<file path="config.mk">
export PLATFORM = sky130hd
export DESIGN_NAME = msdap_conv_engine_flat
export DESIGN_NICKNAME = d
export VERILOG_FILES = /design/src/rtl/msdap_pkg.sv /design/src/rtl/msdap_conv_engine_if.sv /design/src/rtl/msdap_conv_lane.sv /design/src/rtl/msdap_conv_engine.sv /design/src/flat_wrapper.sv
export SDC_FILE = /design/constraint.sdc
export NUM_CORES = 1
export LEC_CHECK = 0
export ABC_AREA = 1
export BUFFER_PORTS_ARGS = -buffer_cell sky130_fd_sc_hd__buf_4
export CAP_MARGIN = 5
export CORE_ASPECT_RATIO = 0.75
export CORE_MARGIN = 4
export CORE_UTILIZATION = 45
export DETAILED_ROUTE_END_ITERATION = 8
export HOLD_SLACK_MARGIN = 0.15
export PLACE_DENSITY = 0.66
export SLEW_MARGIN = 20
export SYNTH_ARGS = -nofsm -noshare
export SYNTH_HDL_FRONTEND = slang
export SYNTH_HIERARCHICAL = 1
export SYNTH_SLANG_ARGS = --single-unit
</file>
<file path="constraint.sdc">
create_clock -name SCLK -period 2.52 [get_ports SCLK]
set_clock_uncertainty 0.05 [all_clocks]
set_input_delay 0.504 -clock SCLK [delete_from_list [all_inputs] [get_ports SCLK]]
set_output_delay 0.504 -clock SCLK [all_outputs]
set_load 0.02 [all_outputs]
</file>
<file path="src/rtl/msdap_pkg.sv">
// Shared types and helper constants for the MSDAP sparse-convolution engine.
// Saturation limits are used only when MSDAP_SATURATE_EN is defined.
package msdap_pkg;

    typedef enum logic [2:0] {
        StIdle,
        StRjReq,
        StRjWait,
        StTerm,
        StDrain,
        StShift,
        StFin
    } lane_state_e;

    // Sign lives just above the delay field of a coefficient word.
    function automatic int unsigned coeff_sign_bit(input int unsigned daddr_w);
        return daddr_w;
    endfunction

    // Signed limits for a w-bit accumulator (w <= 64), returned zero-extended.
    function automatic logic [63:0] sat_max(input int unsigned w);
        return 64'h7FFF_FFFF_FFFF_FFFF >> (64 - w);
    endfunction

    function automatic logic [63:0] sat_min(input int unsigned w);
        return ~sat_max(w);
    endfunction

endpackage

</file>
<file path="src/rtl/msdap_conv_engine_if.sv">
// Control handshake between the frame controller and the convolution engine.
interface msdap_conv_engine_if #(
    parameter int unsigned NUM_CH  = 2,
    parameter int unsigned DADDR_W = 8,
    parameter int unsigned ACC_W   = 40
);
    logic                    start;
    logic                    abort;
    logic [DADDR_W-1:0]      newest_addr;
    logic                    busy;
    logic                    done;
    logic [NUM_CH*ACC_W-1:0] result;

    modport master (output start, abort, newest_addr, input busy, done, result);
    modport slave  (input start, abort, newest_addr, output busy, done, result);
endinterface

</file>
<file path="src/rtl/msdap_conv_lane.sv">
// One convolution lane: Rj walk, coefficient/data pipeline and accumulator.
// MSDAP_SATURATE_EN selects saturating accumulation instead of two's-complement wrap.
module msdap_conv_lane
    import msdap_pkg::*;
#(
    parameter int unsigned DATA_W      = 16,
    parameter int unsigned ACC_W       = 40,
    parameter int unsigned RJ_NUM      = 16,
    parameter int unsigned COEFF_DEPTH = 512,
    parameter int unsigned DATA_DEPTH  = 256,
    localparam int unsigned RJ_AW      = $clog2(RJ_NUM),
    localparam int unsigned CADDR_W    = $clog2(COEFF_DEPTH),
    localparam int unsigned DADDR_W    = $clog2(DATA_DEPTH)
) (
    input  logic               clk_i,
    input  logic               rst_ni,
    input  logic               start_i,
    input  logic               abort_i,
    input  logic               clear_i,
    input  logic [DADDR_W-1:0] newest_addr_i,
    input  logic [DATA_W-1:0]  rj_data_i,
    input  logic [DATA_W-1:0]  coeff_data_i,
    input  logic [DATA_W-1:0]  data_in_i,
    output logic [RJ_AW-1:0]   rj_addr_o,
    output logic [CADDR_W-1:0] coeff_addr_o,
    output logic [DADDR_W-1:0] data_addr_o,
    output logic               fin_o,
    output logic [ACC_W-1:0]   acc_o
);
    localparam int unsigned SignBit = coeff_sign_bit(DADDR_W);

    lane_state_e        state_q, state_d;
    logic [RJ_AW-1:0]   j_q, j_d;
    logic [DATA_W-1:0]  cnt_q, cnt_d;
    logic [CADDR_W-1:0] cptr_q, cptr_d;
    logic [DADDR_W-1:0] newest_q, newest_d;
    logic               drain_q, drain_d;
    logic               v1_q, v1_d, v2_q, v2_d, sign_q, sign_d;
    logic [ACC_W-1:0]   acc_q, acc_d;
    logic [ACC_W-1:0]   term, sum;
    logic [ACC_W:0]     sum_ext;
    logic               launch, issue, last_j;
    logic               unused_coeff;

    assign unused_coeff = ^coeff_data_i[DATA_W-1:SignBit+1];
    assign launch       = (state_q == StIdle) && start_i && !abort_i;
    assign last_j       = (j_q == RJ_AW'(RJ_NUM - 1));

    always_ff @(posedge clk_i or negedge rst_ni) begin
        if (!rst_ni) begin
            state_q <= StIdle;
        end else begin
            state_q <= state_d;
        end
    end

    always_comb begin
        state_d = state_q;
        if (abort_i) begin
            state_d = StIdle;
        end else begin
            unique case (state_q)
                StIdle:   if (start_i) state_d = StRjReq;
                StRjReq:  state_d = StRjWait;
                StRjWait: state_d = (rj_data_i == '0) ? StShift : StTerm;
                StTerm:   if (cnt_q == DATA_W'(1)) state_d = StDrain;
                StDrain:  if (drain_q) state_d = StShift;
                StShift:  state_d = last_j ? StFin : StRjReq;
                StFin:    if (clear_i) state_d = StIdle;
                default:  state_d = StIdle;
            endcase
        end
    end

    always_comb begin
        issue        = (state_q == StTerm);
        fin_o        = (state_q == StFin);
        rj_addr_o    = j_q;
        coeff_addr_o = cptr_q;
        // Delay field arrives one cycle after the coefficient address; address wraps naturally.
        data_addr_o  = v1_q ? (newest_q - coeff_data_i[DADDR_W-1:0]) : '0;
        acc_o        = acc_q;
    end

    always_comb begin
        j_d      = j_q;
        cnt_d    = cnt_q;
        cptr_d   = cptr_q;
        newest_d = newest_q;
        drain_d  = (state_q == StDrain) && !drain_q && !abort_i;
        v1_d     = issue && !abort_i;
        v2_d     = v1_q && !abort_i;
        sign_d   = coeff_data_i[SignBit];
        if (launch) begin
            j_d      = '0;
            cptr_d   = '0;
            newest_d = newest_addr_i;
        end
        if (state_q == StRjWait) cnt_d = rj_data_i;
        if (issue) begin
            cnt_d  = cnt_q - DATA_W'(1);
            cptr_d = cptr_q + CADDR_W'(1);
        end
        if (state_q == StShift) j_d = j_q + RJ_AW'(1);
    end

    always_comb begin
        term    = {{(ACC_W - 2 * DATA_W){data_in_i[DATA_W-1]}}, data_in_i, {DATA_W{1'b0}}};
        sum_ext = sign_q ? ({acc_q[ACC_W-1], acc_q} - {term[ACC_W-1], term})
                         : ({acc_q[ACC_W-1], acc_q} + {term[ACC_W-1], term});
`ifdef MSDAP_SATURATE_EN
        if (sum_ext[ACC_W] != sum_ext[ACC_W-1]) begin
            sum = sum_ext[ACC_W] ? ACC_W'(sat_min(ACC_W)) : ACC_W'(sat_max(ACC_W));
        end else begin
            sum = sum_ext[ACC_W-1:0];
        end
`else
        sum = sum_ext[ACC_W-1:0];
`endif
        acc_d = acc_q;
        if (abort_i || launch) begin
            acc_d = '0;
        end else if (v2_q) begin
            acc_d = sum;
        end else if (state_q == StShift) begin
            acc_d = {acc_q[ACC_W-1], acc_q[ACC_W-1:1]};
        end
    end

    always_ff @(posedge clk_i or negedge rst_ni) begin
        if (!rst_ni) begin
            j_q      <= '0;
            cnt_q    <= '0;
            cptr_q   <= '0;
            newest_q <= '0;
            drain_q  <= 1'b0;
            v1_q     <= 1'b0;
            v2_q     <= 1'b0;
            sign_q   <= 1'b0;
            acc_q    <= '0;
        end else begin
            j_q      <= j_d;
            cnt_q    <= cnt_d;
            cptr_q   <= cptr_d;
            newest_q <= newest_d;
            drain_q  <= drain_d;
            v1_q     <= v1_d;
            v2_q     <= v2_d;
            sign_q   <= sign_d;
            acc_q    <= acc_d;
        end
    end

endmodule

</file>
<file path="src/rtl/msdap_conv_engine.sv">
// Multi-lane sparse-convolution engine: start/abort/done aggregation over NUM_CH lanes.
// Accumulation mode per lane is selected by MSDAP_SATURATE_EN.
module msdap_conv_engine
    import msdap_pkg::*;
#(
    parameter int unsigned NUM_CH      = 2,
    parameter int unsigned DATA_W      = 16,
    parameter int unsigned ACC_W       = 40,
    parameter int unsigned RJ_NUM      = 16,
    parameter int unsigned COEFF_DEPTH = 512,
    parameter int unsigned DATA_DEPTH  = 256,
    localparam int unsigned RJ_AW      = $clog2(RJ_NUM),
    localparam int unsigned CADDR_W    = $clog2(COEFF_DEPTH),
    localparam int unsigned DADDR_W    = $clog2(DATA_DEPTH)
) (
    input  logic                      SCLK,
    input  logic                      Reset_n,
    msdap_conv_engine_if.slave        ctrl,
    output logic [NUM_CH*RJ_AW-1:0]   rj_addr,
    input  logic [NUM_CH*DATA_W-1:0]  rj_data,
    output logic [NUM_CH*CADDR_W-1:0] coeff_addr,
    input  logic [NUM_CH*DATA_W-1:0]  coeff_data,
    output logic [NUM_CH*DADDR_W-1:0] data_addr,
    input  logic [NUM_CH*DATA_W-1:0]  data_in
);
    logic                    busy_q, busy_d, done_q, done_d;
    logic [NUM_CH*ACC_W-1:0] result_q, result_d;
    logic [NUM_CH*ACC_W-1:0] lane_acc;
    logic [NUM_CH-1:0]       lane_fin;
    logic                    start_acc, finish;

    always_comb begin
        start_acc = ctrl.start && !busy_q && !ctrl.abort;
        // Lanes are released back to idle on the same edge that raises done.
        finish    = busy_q && (&lane_fin) && !ctrl.abort;
        busy_d    = busy_q;
        if (ctrl.abort) begin
            busy_d = 1'b0;
        end else if (start_acc) begin
            busy_d = 1'b1;
        end else if (finish) begin
            busy_d = 1'b0;
        end
        done_d   = finish;
        result_d = finish ? lane_acc : result_q;
    end

    always_ff @(posedge SCLK or negedge Reset_n) begin
        if (!Reset_n) begin
            busy_q   <= 1'b0;
            done_q   <= 1'b0;
            result_q <= '0;
        end else begin
            busy_q   <= busy_d;
            done_q   <= done_d;
            result_q <= result_d;
        end
    end

    assign ctrl.busy   = busy_q;
    assign ctrl.done   = done_q;
    assign ctrl.result = result_q;

    for (genvar g = 0; g < NUM_CH; g++) begin : g_lane
        msdap_conv_lane #(
            .DATA_W      (DATA_W),
            .ACC_W       (ACC_W),
            .RJ_NUM      (RJ_NUM),
            .COEFF_DEPTH (COEFF_DEPTH),
            .DATA_DEPTH  (DATA_DEPTH)
        ) u_lane (
            .clk_i         (SCLK),
            .rst_ni        (Reset_n),
            .start_i       (start_acc),
            .abort_i       (ctrl.abort),
            .clear_i       (finish),
            .newest_addr_i (ctrl.newest_addr),
            .rj_data_i     (rj_data[g*DATA_W +: DATA_W]),
            .coeff_data_i  (coeff_data[g*DATA_W +: DATA_W]),
            .data_in_i     (data_in[g*DATA_W +: DATA_W]),
            .rj_addr_o     (rj_addr[g*RJ_AW +: RJ_AW]),
            .coeff_addr_o  (coeff_addr[g*CADDR_W +: CADDR_W]),
            .data_addr_o   (data_addr[g*DADDR_W +: DADDR_W]),
            .fin_o         (lane_fin[g]),
            .acc_o         (lane_acc[g*ACC_W +: ACC_W])
        );
    end

endmodule

</file>
<file path="src/flat_wrapper.sv">
// flat-port wrapper written by rule: the top's interface ports become plain ports
module msdap_conv_engine_flat import msdap_pkg::*;
#(
    parameter int unsigned NUM_CH      = 2,
    parameter int unsigned DATA_W      = 16,
    parameter int unsigned ACC_W       = 40,
    parameter int unsigned RJ_NUM      = 16,
    parameter int unsigned COEFF_DEPTH = 512,
    parameter int unsigned DATA_DEPTH  = 256,
    localparam int unsigned RJ_AW      = $clog2(RJ_NUM),
    localparam int unsigned CADDR_W    = $clog2(COEFF_DEPTH),
    localparam int unsigned DADDR_W    = $clog2(DATA_DEPTH)
)
  (SCLK, Reset_n, rj_addr, rj_data, coeff_addr, coeff_data, data_addr, data_in, ctrl_start, ctrl_abort, ctrl_newest_addr, ctrl_busy, ctrl_done, ctrl_result);
  msdap_conv_engine_if #(.NUM_CH(NUM_CH), .DADDR_W(DADDR_W), .ACC_W(ACC_W)) ctrl_i ();
  input  logic SCLK;
  input  logic Reset_n;
  output logic [NUM_CH*RJ_AW-1:0] rj_addr;
  input  logic [NUM_CH*DATA_W-1:0] rj_data;
  output logic [NUM_CH*CADDR_W-1:0] coeff_addr;
  input  logic [NUM_CH*DATA_W-1:0] coeff_data;
  output logic [NUM_CH*DADDR_W-1:0] data_addr;
  input  logic [NUM_CH*DATA_W-1:0] data_in;
  input wire logic [$bits(ctrl_i.start)-1:0] ctrl_start;
  input wire logic [$bits(ctrl_i.abort)-1:0] ctrl_abort;
  input wire logic [$bits(ctrl_i.newest_addr)-1:0] ctrl_newest_addr;
  output wire logic [$bits(ctrl_i.busy)-1:0] ctrl_busy;
  output wire logic [$bits(ctrl_i.done)-1:0] ctrl_done;
  output wire logic [$bits(ctrl_i.result)-1:0] ctrl_result;
  assign ctrl_i.start = ctrl_start;
  assign ctrl_i.abort = ctrl_abort;
  assign ctrl_i.newest_addr = ctrl_newest_addr;
  assign ctrl_busy = ctrl_i.busy;
  assign ctrl_done = ctrl_i.done;
  assign ctrl_result = ctrl_i.result;
  msdap_conv_engine #(.NUM_CH(NUM_CH), .DATA_W(DATA_W), .ACC_W(ACC_W), .RJ_NUM(RJ_NUM), .COEFF_DEPTH(COEFF_DEPTH), .DATA_DEPTH(DATA_DEPTH)) u_core (.SCLK(SCLK), .Reset_n(Reset_n), .ctrl(ctrl_i), .rj_addr(rj_addr), .rj_data(rj_data), .coeff_addr(coeff_addr), .coeff_data(coeff_data), .data_addr(data_addr), .data_in(data_in));
endmodule
</file>
# [Word level (Yosys, flattened, before mapping)]
# Index checks and enable logic that the tools add are counted.
[op_classes] addsub=12 reduce_logical=40 muxes=39 eq_ne=24
[op_table] op="$mux W40" count=6
[op_table] op="$add A40 B32 Y40" count=2
[op_table] op="$sub A40 B32 Y40" count=2
[op_table] op="$mux W39" count=2
[op_table] op="$mux W16" count=4
[op_table] op="$pmux W3 S7" count=2
[op_table] op="$mux W3" count=12
[op_table] op="$mux W9" count=4
[op_table] op="$eq A16 B1 Y1 const B" count=2
[op_table] op="$logic_not A16 Y1" count=2
[op_table] op="$sub A16 B1 Y16 const B" count=2
[op_table] op="$add A9 B1 Y9 const B" count=2
[op_table] op="$eq A3 B3 Y1 const B" count=6
[op_table] op="$logic_and A1 B1 Y1" count=16
[op_table] op="$mux W4" count=4
[op_table] op="$mux W8" count=2
[op_table] op="$reduce_bool A2 Y1" count=8
[op_table] op="$sub A8 B8 Y8" count=2
[op_table] op="$ne A3 B2 Y1 const B" count=5
[op_table] op="$eq A3 B2 Y1 const B" count=4
[op_table] op="$ne A3 B3 Y1 const B" count=3
[op_table] op="$reduce_bool A3 Y1" count=3
[op_table] op="$add A4 B1 Y4 const B" count=2
[op_table] op="$eq A4 B4 Y1 const B" count=2
[op_table] op="7 further kinds" count=16
[word_totals] wordCells=140 output_inout_bits=124 register_bits=250

# [Logic depth before layout (Yosys ltp)]
# Gate-level depths: netlist (run 1).
[logic_depth] depth_word=7 depth_mapped=21 depth_no_buf=21

# [Modules after synthesis]
# Netlist (run 1), hierarchy kept.
[modules_own_cells] module="msdap_conv_lane at u_core.g_lane[1].u_lane" n_inst=1 cells_each=925 area_per_inst_um2=6357.3
[modules_own_cells] module="msdap_conv_lane at u_core.g_lane[0].u_lane" n_inst=1 cells_each=907 area_per_inst_um2=6271.0
[modules_own_cells] module="msdap_conv_engine" n_inst=1 cells_each=357 area_per_inst_um2=3230.6

# [Least setup slack after synthesis (run 1)]
# No wires, ideal clock.
[synth_path] kind="input to register" from="input data_in[16]" to="register u_core.g_lane[1].u_lane.acc_q[37]" arrival_time_ns=2.387 setup_ns=0.121 stages=19 setup_slack_ns=-0.038 cell_sequence="inv_1 ha_1 nand2_1 nor2_1 nor2_1 nor2_1 o21ai_0 xor2_1 inv_1 ha_1 nand2_1 o21ai_0 inv_1 nand2_1 nand2_1 nand3_1 nand2_1 nand3_1 nand2_1"
[synth_via] elab_chain_cells=4 word_cells_on_any_way=5 cone_classes="add/sub (2); mux (3)"
[synth_lines] element="start, declared" line="flat_wrapper.sv:23" source="input logic [NUM_CH*DATA_W-1:0] data_in;"
[synth_lines] element="$add A40 B32 Y40 or $sub A40 B32 Y40 (tied branches)" line="msdap_conv_lane.sv:110, msdap_conv_lane.sv:109"
[synth_lines] element="$mux W40 *" line="msdap_conv_lane.sv:109" source="sum_ext = sign_q ? ({acc_q[ACC_W-1], acc_q} - {term[ACC_W-1], term})"
[synth_lines] element="$mux W40 *" line="msdap_conv_lane.sv:123" source="end else if (v2_q) begin"
[synth_lines] element="$mux W40 *" line="msdap_conv_lane.sv:121" source="if (abort_i || launch) begin"
[synth_lines] element="end signal, assigned" line="msdap_conv_lane.sv:140" source="acc_q <= '0;"
[synth_lines] element="end signal, assigned" line="msdap_conv_lane.sv:150" source="acc_q <= acc_d;"
[synth_lines] element="end, declared" line="msdap_conv_lane.sv:39" source="logic [ACC_W-1:0] acc_q, acc_d;"
# Every way passes the cells marked *; elsewhere a longest branch is shown, timed or not. The select of a mux whose other input is x is not followed.
# A chain may end at the register's enable or synchronous reset.

# [Final worst setup path (run 1)]
[layout_path] from="register u_core.g_lane[1].u_lane.newest_q[0]" to="output data_addr[14]"
[layout_via] elab_chain_cells=2
[layout_lines] element="start, declared" line="msdap_conv_lane.sv:36" source="logic [DADDR_W-1:0] newest_q, newest_d;"
[layout_lines] element="start signal, assigned" line="msdap_conv_lane.sv:145" source="newest_q <= newest_d;"
[layout_lines] element="$sub A8 B8 Y8" line="msdap_conv_lane.sv:81" source="data_addr_o = v1_q ? (newest_q - coeff_data_i[DADDR_W-1:0]) : '0;"
[layout_lines] element="$mux W8" line="msdap_conv_lane.sv:81"
[layout_lines] element="end, declared" line="flat_wrapper.sv:22" source="output logic [NUM_CH*DADDR_W-1:0] data_addr;"
# Every way passes these cells.

==> impl_summary.log, run 1 <==
INFO  metric synth_cell_type_count = 52
INFO  metric swShare = 38.9%
INFO  metric failed_checks = setup timing
INFO  metric synth_sequential_area_ratio = 39.4%
INFO  metric hold_path.class = in2reg
INFO  metric seq_power_share = 33.2%
INFO  metric synthesis.instances = 2189
INFO  metric design.final.nets = 2792
INFO  metric total_clock_buffers_created_by_cts = 28
INFO  metric synth.area.top_cells = sky130_fd_sc_hd__dfrtp_1 (39%), sky130_fd_sc_hd__nand2_1 (16%), sky130_fd_sc_hd__inv_1 (7.0%), sky130_fd_sc_hd__nand3_1 (6.2%), sky130_fd_sc_hd__ha_1 (5.7%)
INFO  metric final_area = 21600 um^2
INFO  metric placed_cell_area = 19300 um^2
INFO  metric area_growth_syn_to_layout = 36.5%
INFO  metric grt_max_degree = 81
INFO  metric post-route-worst-setup-slack = -0.476 ns
INFO  metric timing.max_slew.rel_slack = 41.9%
INFO  metric average_detailed_routed_wire_length_per_instance = 16.3 um
INFO  metric cts_root_buf = sky130_fd_sc_hd__clkbuf_16
INFO  metric grt_pass1_vias = 15.3k
INFO  metric status = finished with violations
INFO  metric element_type_at_the_critical_path_end = output pin
INFO  metric pin_slew_with_the_least_headroom_to_its_limit = 0.872 ns
INFO  metric cts_sinks = 250
INFO  metric core = 34700 um^2
INFO  metric antenna_cells = 0
INFO  metric drt-pass1-iter-count = 6
INFO  metric route.detailed.vias_per_inst = 5.28
INFO  metric critPathLaunchType = register
INFO  metric synth.largest_area_cell = sky130_fd_sc_hd__dfrtp_1
INFO  metric power.net_switching = 0.00645 W
INFO  metric final.fill_count = 3124
INFO  metric power.static_leakage = 11.3 nW
INFO  metric tritoncts = built
INFO  metric timing.fmax = 0.334 GHz
INFO  metric grt.overflow.total = 0
INFO  metric timing.critical_path.arrival = 2.44 ns
INFO  metric cp_max_fo = 2
INFO  metric crit_type = reg2out
INFO  metric weighted_congestion_reported_at_the_end_of_routability_driven_placement = 0.948
INFO  metric die_area = 38300 um^2
INFO  metric htree_levels = 1
INFO  metric post-dp-hpwl = 36400 um
INFO  metric final.hold.worst_slack = 0.182 ns
INFO  metric port-buffer-count = 217
INFO  metric drt_wl_total = 50300 um
INFO  metric synthesis.nets = 2373
INFO  metric top_level_ports = 232
INFO  metric track_usage = 24.9%
INFO  metric ratio_of_cells_with_drive_above_1_in_the_final_layout = 27.2%
INFO  metric setup-violations-final = 10
INFO  metric util_after_layout = 62.4%
INFO  metric power.clock.fraction = 26.0%
INFO  metric detailroute.via_count = 16.3k
INFO  metric drt-initial-drc-count = 1324
INFO  metric rsz0062_at_grt = true
INFO  metric syn_area_per_cell = 7.24 um^2
INFO  metric reported_max_cap_violation_count = 0
INFO  metric insertion_delay = 0.56 ns
INFO  metric worst_case_vdd_ir_drop = 852 uV
INFO  metric power.density = 767 nW/um^2
INFO  metric power.internal = 0.0102 W
INFO  metric comb_power_share = 40.8%
INFO  metric place_worst_setup_slack = -0.471 ns
INFO  metric top_flip_flop_cell_by_instance_count_after_synthesis = sky130_fd_sc_hd__dfrtp_1
INFO  metric synthesis.area = 15900 um^2
INFO  metric drc = 0
INFO  metric final.min_clock_period = 3.00 ns
INFO  metric initial_utilization = 45.7%
INFO  metric synth_top_area_share = 39.4%
INFO  metric placement_rows = 59
INFO  metric drtAntennaViolNets = 0
INFO  metric post-route-period-util = 119%
INFO  metric grt_first_pass_wirelength = 79300 um
INFO  metric synth_warnings = 6
INFO  metric chipWidth = 225 um
INFO  metric synth_seq_cells = 250
INFO  metric multi_input_area = 9170 um^2
INFO  metric die_y = 171 um
INFO  metric setup-tns-final = -1.86 ns
INFO  metric reg_clk_slew_reported_paths = 0.06 ns
INFO  metric layout.area.seq = 6260 um^2
INFO  metric critical_path_data_required_time = 1.97 ns
INFO  metric postSynth.asyncResetShare = 100%
INFO  metric initial_antenna_violation_count = 0
INFO  metric synth-edff-count = 0
INFO  metric max_slew_violation_count = 0
INFO  metric report.final.hold_viol_count = 0
INFO  metric clk_path_buf_depth = 3
-- routing by layer --
| metal | up-vias | GRT usage [%] | share of wire [%] |
|---|---|---|---|
| met1 | 7784 | 37.2 | 47 |
| li1 | 7960 | - | - |
| met5 | - | 0 | 0 |
| met3 | 73 | 3.09 | 5.5 |
| met2 | 466 | 39.3 | 46 |
| met4 | 0 | 5.48 | 2.3 |
-- what timing repair did --
action                                 4_1_cts  5_1_grt
endpoints found under the hold margin      103        0
buffers inserted                             6        6
gates resized for setup                     43      218
setup endpoints to repair                   21       52
hold buffers                                28        0
pin swaps                                    8       52
-- cells in the final DEF (no fill, tap or decap), types with 9 or more instances in the layout --
| cell type | synthesis | layout |
|---|---|---|
| sky130_fd_sc_hd__a21oi_2 | 0 | 39 |
| sky130_fd_sc_hd__nor3_1 | 17 | 14 |
| sky130_fd_sc_hd__a21oi_1 | 95 | 54 |
| sky130_fd_sc_hd__ha_1 | 72 | 39 |
| sky130_fd_sc_hd__xnor2_1 | 19 | 18 |
| sky130_fd_sc_hd__inv_2 | 13 | 24 |
| sky130_fd_sc_hd__nor2_4 | 7 | 19 |
| sky130_fd_sc_hd__a22oi_1 | 23 | 23 |
| sky130_fd_sc_hd__o21ai_0 | 106 | 87 |
| sky130_fd_sc_hd__o221ai_1 | 10 | 10 |
| sky130_fd_sc_hd__buf_6 | 5 | 10 |
| sky130_fd_sc_hd__nand2_2 | 3 | 41 |
| sky130_fd_sc_hd__nand3b_1 | 13 | 13 |
| sky130_fd_sc_hd__nand4_1 | 18 | 18 |
| sky130_fd_sc_hd__nand3_1 | 195 | 177 |
| sky130_fd_sc_hd__ha_4 | 0 | 29 |
| sky130_fd_sc_hd__buf_4 | 2 | 396 |
| sky130_fd_sc_hd__o21ai_2 | 0 | 9 |
| sky130_fd_sc_hd__clkbuf_16 | 0 | 28 |
| sky130_fd_sc_hd__nor2_1 | 182 | 150 |
| sky130_fd_sc_hd__xor2_1 | 32 | 31 |
| sky130_fd_sc_hd__inv_1 | 297 | 284 |
| sky130_fd_sc_hd__nor2_2 | 3 | 23 |
| sky130_fd_sc_hd__dfrtp_1 | 250 | 249 |
| sky130_fd_sc_hd__o211ai_1 | 12 | 12 |
| sky130_fd_sc_hd__dlygate4sd3_1 | 0 | 28 |
| sky130_fd_sc_hd__o21ai_1 | 4 | 13 |
| sky130_fd_sc_hd__nand3_2 | 0 | 18 |
| sky130_fd_sc_hd__nand2_1 | 658 | 616 |
| sky130_fd_sc_hd__o22ai_1 | 39 | 39 |
-- cell families after synthesis --
family	synth area share, %
simple gates	29.9
buf+inv	9.19
compound gates	12.3
flops	39.4
fa+ha+maj	6.19
xor+xnor	2.82
mux	0.252
-- sequential cells by signal, indices dropped and copies added (netlist names) --
signal                             count
u_core/ctrl.result                    80
u_core/g_lane.u_lane/acc_o            80
u_core/g_lane.u_lane/cnt_q            32
u_core/g_lane.u_lane/coeff_addr_o     18
u_core/g_lane.u_lane/newest_q         16
u_core/g_lane.u_lane/rj_addr_o         8
u_core/g_lane.u_lane/state_q           6
u_core/g_lane.u_lane/drain_q           2
u_core/g_lane.u_lane/sign_q            2
u_core/g_lane.u_lane/v1_q              2
u_core/g_lane.u_lane/v2_q              2
u_core/ctrl.busy                       1
u_core/ctrl.done                       1
-- worst max-delay path: stages, from the launching register on --
cell	delay, ns
sky130_fd_sc_hd__dfrtp_1	0.38
sky130_fd_sc_hd__inv_2	0.07
sky130_fd_sc_hd__ha_4	0.14
sky130_fd_sc_hd__inv_4	0.04
sky130_fd_sc_hd__fa_2	0.36
sky130_fd_sc_hd__nand3_2	0.09
sky130_fd_sc_hd__nand3_2	0.07
sky130_fd_sc_hd__nand2_1	0.06
sky130_fd_sc_hd__nand2_1	0.07
sky130_fd_sc_hd__a21oi_2	0.14
sky130_fd_sc_hd__xor2_1	0.23
sky130_fd_sc_hd__nor2_1	0.09
sky130_fd_sc_hd__buf_4	0.16
-- cell type report --
class | count | share of cell area (%)
Clock buffer | 35 | 3.54
Clock inverter | 16 | 0.959
Timing Repair Buffer | 441 | 16.2
Tap cell | 457 | 2.64
Multi-Input combinational cell | 1575 | 42.3
Inverter | 312 | 5.44
Sequential cell | 250 | 28.9
-- synth_stat cells, drive strengths merged, types with 19 or more instances --
cell and instances:
a21oi 95, a22oi 28, buf 43, dfrtp 250
ha 72, inv 310, nand2 664, nand3 195
nor2 193, nor3 21, o21ai 110, o22ai 39
xnor2 19, xor2 32
-- path summary, 6_finish.rpt --
path	startpoint	endpoint	slack [ns]	depth (start not counted)
worst max-delay path	u_core/g_lane[1].u_lane/newest_q[0]$_DFFE_PN0P_	data_addr[14]	-0.48	12
worst min-delay path	ctrl_start	u_core/ctrl.busy$_DFFE_PN0P_	0.18	3
worst max register to register	u_core/g_lane[1].u_lane/sign_q$_DFF_PN0_	u_core/g_lane[1].u_lane/acc_o[27]$_DFFE_PN0P_	0.07	14
worst min register to register	u_core/g_lane[0].u_lane/drain_q$_DFF_PN0_	u_core/g_lane[0].u_lane/drain_q$_DFF_PN0_	0.36	1
max in group asynchronous	Reset_n	u_core/g_lane[1].u_lane/cnt_q[0]$_DFFE_PN0N_	1.24	3
min in group asynchronous	Reset_n	u_core/g_lane[0].u_lane/cnt_q[2]$_DFFE_PN0N_	0.46	2
-- power by group through the flow --
stage | clock network [W] | logic [W] | registers (W)
floorplan | 0 | 0.00355 | 0.00550
global placement | 0 | 0.00564 | 0.00549
detailed placement | 0 | 0.00579 | 0.00551
CTS | 0.00443 | 0.00610 | 0.00547
global route | 0.00460 | 0.00748 | 0.00562
finish | 0.00432 | 0.00677 | 0.00552
-- per-stage QoR --
step | instances | total power, W
2_1_floorplan | 2189 | 0.00905
3_3_place_gp | 2997 | 0.0111
3_5_place_dp | 2997 | 0.0113
4_1_cts | 3082 | 0.0160
5_1_grt | 3086 | 0.0177
6_report | 3086 | 0.0166
No activity file was read; power rests on OpenSTA's default activity.
==> run 2: changes to the inputs <==
--- a/config.mk
+++ b/config.mk
@@ -10,10 +10,10 @@
 export CAP_MARGIN = 5
 export CORE_ASPECT_RATIO = 0.75
 export CORE_MARGIN = 4
-export CORE_UTILIZATION = 45
+export CORE_UTILIZATION = 48
 export DETAILED_ROUTE_END_ITERATION = 8
 export HOLD_SLACK_MARGIN = 0.15
-export PLACE_DENSITY = 0.66
+export PLACE_DENSITY = 0.7
 export SLEW_MARGIN = 20
 export SYNTH_ARGS = -nofsm -noshare
 export SYNTH_HDL_FRONTEND = slang
==> run 2 against run 1 <==
  * Via count rose by 0.49%
  * Setup slack gained 0.12 ns
  * Global-route usage rose by 1.3 points
  * Utilization grew 4.8 points
  * Combinational power grew 3%
  * The flow still finishes with violations (setup timing)
  * Critical endpoint unchanged
==> impl_summary.log, run 2 (synthesis gave the netlist of run 1 again) <==
INFO  metric power.clock.fraction = 24.8%
INFO  metric multi_input_area = 9350 um^2
INFO  metric grt.overflow.total = 0
INFO  metric final_area = 21800 um^2
INFO  metric layout_commonest_cell = sky130_fd_sc_hd__nand2_1
INFO  metric max_slew_violation_count = 0
INFO  metric grt_first_pass_wirelength = 78300 um
INFO  metric core = 32400 um^2
INFO  metric power.static_leakage = 11.4 nW
INFO  metric chipWidth = 218 um
INFO  metric worst_path_bufs_invs = 3
INFO  metric fin_cells = 3073
INFO  metric placed_cell_area = 19200 um^2
INFO  metric weighted_congestion_reported_at_the_end_of_routability_driven_placement = 0.952
INFO  metric timing.fmax = 0.347 GHz
INFO  metric swShare = 39.2%
INFO  metric antenna_cells = 0
INFO  metric track_usage = 26.3%
INFO  metric top_level_ports = 232
INFO  metric timing.max_slew.rel_slack = 43.2%
INFO  metric insertion_delay = 0.56 ns
INFO  metric hold_path.class = in2reg
INFO  metric rsz0062_at_grt = true
INFO  metric reg_clk_slew_reported_paths = 0.07 ns
INFO  metric critPathLaunchType = register
INFO  metric initial_utilization = 48.9%
INFO  metric design.final.nets = 2796
INFO  metric reported_max_cap_violation_count = 0
INFO  metric drt-pass1-iter-count = 6
INFO  metric total_clock_buffers_created_by_cts = 27
INFO  metric timing.critical_path.arrival = 2.33 ns
INFO  metric drt-initial-drc-count = 1376
INFO  metric failed_checks = setup timing
INFO  metric post-route-period-util = 114%
INFO  metric average_detailed_routed_wire_length_per_instance = 16.2 um
INFO  metric setup-tns-final = -2.16 ns
INFO  metric drtAntennaViolNets = 0
INFO  metric area_growth_syn_to_layout = 37.5%
INFO  metric critical_path_cell_sequence = inv_2, ha_4, inv_4, fa_2, nand3_2, nand3_2, nand2_1, nand2_1, a21oi_2, xor2_1, nor2_1, buf_4
INFO  metric final.min_clock_period = 2.88 ns
INFO  metric crit_type = reg2out
INFO  metric final.hold.worst_slack = 0.169 ns
INFO  metric route.detailed.vias_per_inst = 5.32
INFO  metric seq_power_share = 33.4%
INFO  metric critical_path_data_required_time = 1.97 ns
INFO  metric grt_pass1_vias = 15.4k
INFO  metric final.fill_count = 2668
INFO  metric element_type_at_the_critical_path_end = output pin
INFO  metric tritoncts = built
INFO  metric clk_path_buf_depth = 3
INFO  metric die_y = 165 um
INFO  metric cp_max_fo = 2
INFO  metric initial_antenna_violation_count = 0
INFO  metric mostFrequentLayoutCells = sky130_fd_sc_hd__nand2_1 (620), sky130_fd_sc_hd__buf_4 (401), sky130_fd_sc_hd__inv_1 (284)
INFO  metric cts_sinks = 250
INFO  metric setup-violations-final = 10
INFO  metric comb_power_share = 41.9%
INFO  metric report.final.hold_viol_count = 0
INFO  metric post-route-worst-setup-slack = -0.361 ns
INFO  metric die_area = 36000 um^2
INFO  metric power.density = 760 nW/um^2
INFO  metric port-buffer-count = 217
INFO  metric grt_max_degree = 82
INFO  metric place.detailed.instances = 2975
INFO  metric drc = 0
INFO  metric critical_path.top_delay_family = adder cells
INFO  metric placement_rows = 57
INFO  metric power.internal = 0.0101 W
INFO  metric post-dp-hpwl = 35800 um
INFO  metric power.net_switching = 0.00649 W
INFO  metric cts_root_buf = sky130_fd_sc_hd__clkbuf_16
INFO  metric ratio_of_cells_with_drive_above_1_in_the_final_layout = 27.7%
INFO  metric post-layout-total-power = 0.0166 W
INFO  metric layout.area.seq = 6260 um^2
INFO  metric detailroute.via_count = 16.4k
INFO  metric worst_case_vdd_ir_drop = 625 uV
INFO  metric status = finished with violations
INFO  metric drt_wl_total = 49600 um
INFO  metric max_stage_delay = 0.39 ns
INFO  metric htree_levels = 1
INFO  metric pin_slew_with_the_least_headroom_to_its_limit = 0.852 ns
INFO  metric cp_slowest_cell = sky130_fd_sc_hd__dfrtp_1
==> run 2: power by group through the flow <==
stage	Clock [W]	Sequential (W)	Combinational, W
2_1_floorplan	0	0.00550	0.00355
4_1_cts	0.00420	0.00545	0.00609
6_report	0.00410	0.00553	0.00694
5_1_grt	0.00439	0.00562	0.00763
3_5_place_dp	0	0.00549	0.00573
3_3_place_gp	0	0.00547	0.00558
==> run 2: final timing paths <==
| check | end | cells past startpoint | slack [ns] | startpoint |
|---|---|---|---|---|
| min in group asynchronous | u_core/g_lane[0].u_lane/coeff_addr_o[0]$_DFFE_PN0P_ | 2 | 0.44 | Reset_n |
| hold reg to reg | u_core/g_lane[0].u_lane/drain_q$_DFF_PN0_ | 1 | 0.36 | u_core/g_lane[0].u_lane/drain_q$_DFF_PN0_ |
| setup reg to reg | u_core/g_lane[0].u_lane/acc_o[33]$_DFFE_PN0P_ | 14 | 0.08 | u_core/g_lane[0].u_lane/sign_q$_DFF_PN0_ |
| setup / recovery | data_addr[14] | 12 | -0.36 | u_core/g_lane[1].u_lane/newest_q[0]$_DFFE_PN0P_ |
| max in group asynchronous | u_core/ctrl.result[41]$_DFFE_PN0P_ | 3 | 1.28 | Reset_n |
| hold / removal | u_core/g_lane[0].u_lane/cnt_q[8]$_DFFE_PN0N_ | 3 | 0.17 | rj_data[8] |
==> run 2: through the flow <==
step / utilization, % / setup slack, ns
after floorplan: - / 0.000862
after global placement: 59.2 / -0.423
after detailed placement: 59.2 / -0.503
after CTS: 63.6 / -0.412
after global routing: 67.2 / -0.496
final: 67.2 / -0.361
==> run 2: layout make-up <==
| cell class | instances | area share (%) |
|---|---|---|
| clock inverter | 14 | 0.809 |
| sequential | 250 | 28.7 |
| tap | 442 | 2.54 |
| inverter | 312 | 5.39 |
| timing repair buffer | 446 | 16.3 |
| multi-input combinational | 1575 | 42.9 |
| clock buffer | 34 | 3.40 |
==> run 2: what timing repair did <==
item,4_1_cts,5_1_grt
hold buffers,27,0
setup buffers,8,19
gates resized for setup,49,240
endpoints found under the setup margin,27,50
pin swaps,13,67
endpoints found under the hold margin,89,0
==> run 2: worst register-to-register path, stage by stage, from the launching register on <==
cell and delay (ns):
sky130_fd_sc_hd__dfrtp_1 0.41, sky130_fd_sc_hd__buf_6 0.15, sky130_fd_sc_hd__nor2_1 0.14, sky130_fd_sc_hd__xor2_1 0.19, sky130_fd_sc_hd__ha_1 0.32, sky130_fd_sc_hd__a21oi_1 0.21, sky130_fd_sc_hd__nand2_2 0.15, sky130_fd_sc_hd__nand2_1 0.10
sky130_fd_sc_hd__nand2_2 0.09, sky130_fd_sc_hd__nand2_1 0.07, sky130_fd_sc_hd__nand2_1 0.10, sky130_fd_sc_hd__nand2_1 0.12, sky130_fd_sc_hd__nand3b_1 0.09, sky130_fd_sc_hd__nand3_1 0.09, sky130_fd_sc_hd__nand2_1 0.05
==> run 2: per-layer routing <==
layer,GRT usage (%),share of wire [%]
met3,3.20,6.8
met1,38.8,46
met5,0,0
met4,7.12,2.9
met2,41.2,45
==> run 3: changes to the inputs <==
--- a/config.mk
+++ b/config.mk
@@ -10,10 +10,10 @@
 export CAP_MARGIN = 5
 export CORE_ASPECT_RATIO = 0.75
 export CORE_MARGIN = 4
-export CORE_UTILIZATION = 48
+export CORE_UTILIZATION = 53
 export DETAILED_ROUTE_END_ITERATION = 8
 export HOLD_SLACK_MARGIN = 0.15
-export PLACE_DENSITY = 0.7
+export PLACE_DENSITY = 0.76
 export SLEW_MARGIN = 20
 export SYNTH_ARGS = -nofsm -noshare
 export SYNTH_HDL_FRONTEND = slang
==> run 3 against run 2 <==
  * Total power grew 1.9%
  * Flip-flop and latch count is the same
  * Utilization grew 7.6 points
  * Combinational power grew 6.8%
  * Sequential power is essentially flat
  * Via count grew 3.8%
  * Final cell count shrank 1.8%
  * Critical endpoint unchanged
  * The run still ends with setup timing left
==> impl_summary.log, run 3 (synthesis gave the netlist of run 1 again) <==
INFO  metric timing.critical_path.arrival = 2.44 ns
INFO  metric mostFrequentLayoutCells = sky130_fd_sc_hd__nand2_1 (592), sky130_fd_sc_hd__buf_4 (402), sky130_fd_sc_hd__inv_1 (277)
INFO  metric top_level_ports = 232
INFO  metric setup-violations-final = 23
INFO  metric setup-tns-final = -2.99 ns
INFO  metric power.density = 772 nW/um^2
INFO  metric power.net_switching = 0.00673 W
INFO  metric multi_input_area = 9560 um^2
INFO  metric timing.fmax = 0.334 GHz
INFO  metric htree_levels = 1
INFO  metric report.final.hold_viol_count = 0
INFO  metric worst-r2r-setup-slack = -0.10 ns
INFO  metric grt_max_degree = 81
INFO  metric drc = 0
INFO  metric grt_first_pass_wirelength = 78600 um
INFO  metric average_detailed_routed_wire_length_per_instance = 17.5 um
INFO  metric drt-initial-drc-count = 1495
INFO  metric detailroute.via_count = 17.0k
INFO  metric initial_utilization = 54.2%
INFO  metric final.fill_count = 2086
INFO  metric port-buffer-count = 217
INFO  metric pin_slew_with_the_least_headroom_to_its_limit = 0.894 ns
INFO  metric die_area = 32800 um^2
INFO  metric cts_sinks = 250
INFO  metric total_clock_buffers_created_by_cts = 26
INFO  metric antenna_cells = 0
INFO  metric tritoncts = built
INFO  metric place.detailed.instances = 2925
INFO  metric power.static_leakage = 11.4 nW
INFO  metric grt_pass1_vias = 15.6k
INFO  metric rsz0062_at_grt = true
INFO  metric place_worst_setup_slack = -0.449 ns
INFO  metric die_y = 158 um
INFO  metric ratio_of_cells_with_drive_above_1_in_the_final_layout = 29.8%
INFO  metric design.final.nets = 2791
INFO  metric crit_type = reg2out
INFO  metric layout_commonest_cell = sky130_fd_sc_hd__nand2_1
INFO  metric worst_case_vdd_ir_drop = 559 uV
INFO  metric failed_checks = setup timing
INFO  metric core = 29300 um^2
INFO  metric reported_max_cap_violation_count = 0
INFO  metric fin_cells = 3019
INFO  metric cts_root_buf = sky130_fd_sc_hd__clkbuf_16
INFO  metric power.internal = 0.0102 W
INFO  metric hold_path.class = in2reg
INFO  metric comb_power_share = 43.9%
INFO  metric placement_rows = 54
INFO  metric initial_antenna_violation_count = 0
INFO  metric util_after_layout = 74.8%
INFO  metric swShare = 39.8%
INFO  metric area_growth_syn_to_layout = 38.0%
INFO  metric chipWidth = 208 um
INFO  metric post-route-worst-setup-slack = -0.477 ns
INFO  metric track_usage = 28.6%
INFO  metric post-dp-hpwl = 35400 um
INFO  metric route.detailed.vias_per_inst = 5.63
INFO  metric grt.overflow.total = 0
INFO  metric clk_path_buf_depth = 3
INFO  metric insertion_delay = 0.53 ns
INFO  metric power.clock.fraction = 23.3%
INFO  metric seq_power_share = 32.8%
INFO  metric critical_path_data_required_time = 1.97 ns
INFO  metric weighted_congestion_reported_at_the_end_of_routability_driven_placement = 0.975
INFO  metric timing.max_slew.rel_slack = 40.4%
INFO  metric drtAntennaViolNets = 0
INFO  metric drt-pass1-iter-count = 6
INFO  metric cp_max_fo = 2
INFO  metric critPathLaunchType = register
INFO  metric max_slew_violation_count = 0
INFO  metric reg_clk_slew_reported_paths = 0.07 ns
INFO  metric drt_wl_total = 52800 um
INFO  metric layout.area.seq = 6260 um^2
INFO  metric status = finished with violations
INFO  metric post-route-period-util = 119%
INFO  metric post-layout-total-power = 0.0169 W
INFO  metric element_type_at_the_critical_path_end = output pin
INFO  metric final.min_clock_period = 3.00 ns
## run 3: cell types whose count changed in the layout (fill, tap and decap cells not counted), moves of 4 or more
cell,change
sky130_fd_sc_hd__dlygate4sd3_1,-14
sky130_fd_sc_hd__nand3_1,-4
sky130_fd_sc_hd__nand2_2,+24
sky130_fd_sc_hd__nand2_1,-28
sky130_fd_sc_hd__a21oi_2,-6
sky130_fd_sc_hd__clkinv_2,+4
sky130_fd_sc_hd__a21oi_4,+4
sky130_fd_sc_hd__nor2_2,+4
sky130_fd_sc_hd__inv_1,-7
sky130_fd_sc_hd__inv_2,+4
sky130_fd_sc_hd__buf_6,+10
## run 3: final cells by class
type                            instances  share of cell area, %
Multi-Input combinational cell       1575                   43.7
Sequential cell                       250                   28.6
Clock inverter                         16                  0.675
Inverter                              312                   5.41
Clock buffer                           32                   3.36
Timing Repair Buffer                  442                   16.0
Tap cell                              392                   2.24
## run 3: critical path, cell delays in order, from the launching register on
cell                      delay [ns]
sky130_fd_sc_hd__dfrtp_1        0.37
sky130_fd_sc_hd__inv_2          0.08
sky130_fd_sc_hd__ha_4           0.14
sky130_fd_sc_hd__inv_4          0.04
sky130_fd_sc_hd__fa_2           0.36
sky130_fd_sc_hd__nand3_2        0.09
sky130_fd_sc_hd__nand3_2        0.09
sky130_fd_sc_hd__nand2_1        0.07
sky130_fd_sc_hd__nand2_1        0.07
sky130_fd_sc_hd__a21oi_2        0.18
sky130_fd_sc_hd__xor2_1         0.21
sky130_fd_sc_hd__nor2_1         0.06
sky130_fd_sc_hd__buf_4          0.15
## run 3: layer usage
metal | vias to the layer above | track usage (%) | wire length (um) | part of all wire, %
met3 | 142 | 3.70 | 4250 | 8.0
li1 | 7938 | - | - | -
met5 | - | 0 | 0 | 0
met4 | 0 | 6.81 | 1750 | 3.3
met1 | 8107 | 41.6 | 22100 | 42
met2 | 797 | 46.3 | 24600 | 47
## run 3: stage by stage
step	cell area [um^2]	hold WS, ns
floorplan	15900	0.158
global placement	19100	0.354
detailed placement	19100	0.366
CTS	20400	0.150
global route	21900	0.171
finish	21900	0.166
## run 3: final timing paths
path,start,end,depth (start not counted)
worst min register to register,u_core/g_lane[1].u_lane/drain_q$_DFF_PN0_,u_core/g_lane[1].u_lane/drain_q$_DFF_PN0_,1
worst min-delay path,rj_data[11],u_core/g_lane[0].u_lane/cnt_q[11]$_DFFE_PN0N_,3
min in group asynchronous,Reset_n,u_core/g_lane[0].u_lane/coeff_addr_o[4]$_DFFE_PN0P_,2
max in group asynchronous,Reset_n,u_core/ctrl.result[62]$_DFFE_PN0P_,3
worst max register to register,u_core/g_lane[0].u_lane/sign_q$_DFF_PN0_,u_core/g_lane[0].u_lane/acc_o[26]$_DFFE_PN0P_,17
worst max-delay path,u_core/g_lane[1].u_lane/newest_q[0]$_DFFE_PN0P_,data_addr[14],12
## run 3: power by group through the flow
stage | logic [W] | clock network (W) | registers [W]
floorplan | 0.00355 | 0 | 0.00550
global placement | 0.00556 | 0 | 0.00547
detailed placement | 0.00576 | 0 | 0.00550
CTS | 0.00610 | 0.00399 | 0.00547
global route | 0.00802 | 0.00416 | 0.00564
finish | 0.00741 | 0.00393 | 0.00554
## run 3: repair_timing
action,in CTS,in global routing
hold endpoints to repair,63,0
pin swaps,11,99
resized for setup,45,314
buffers inserted,6,31
cloned,0,0
hold buffers,13,0
endpoints found under the setup margin,15,50
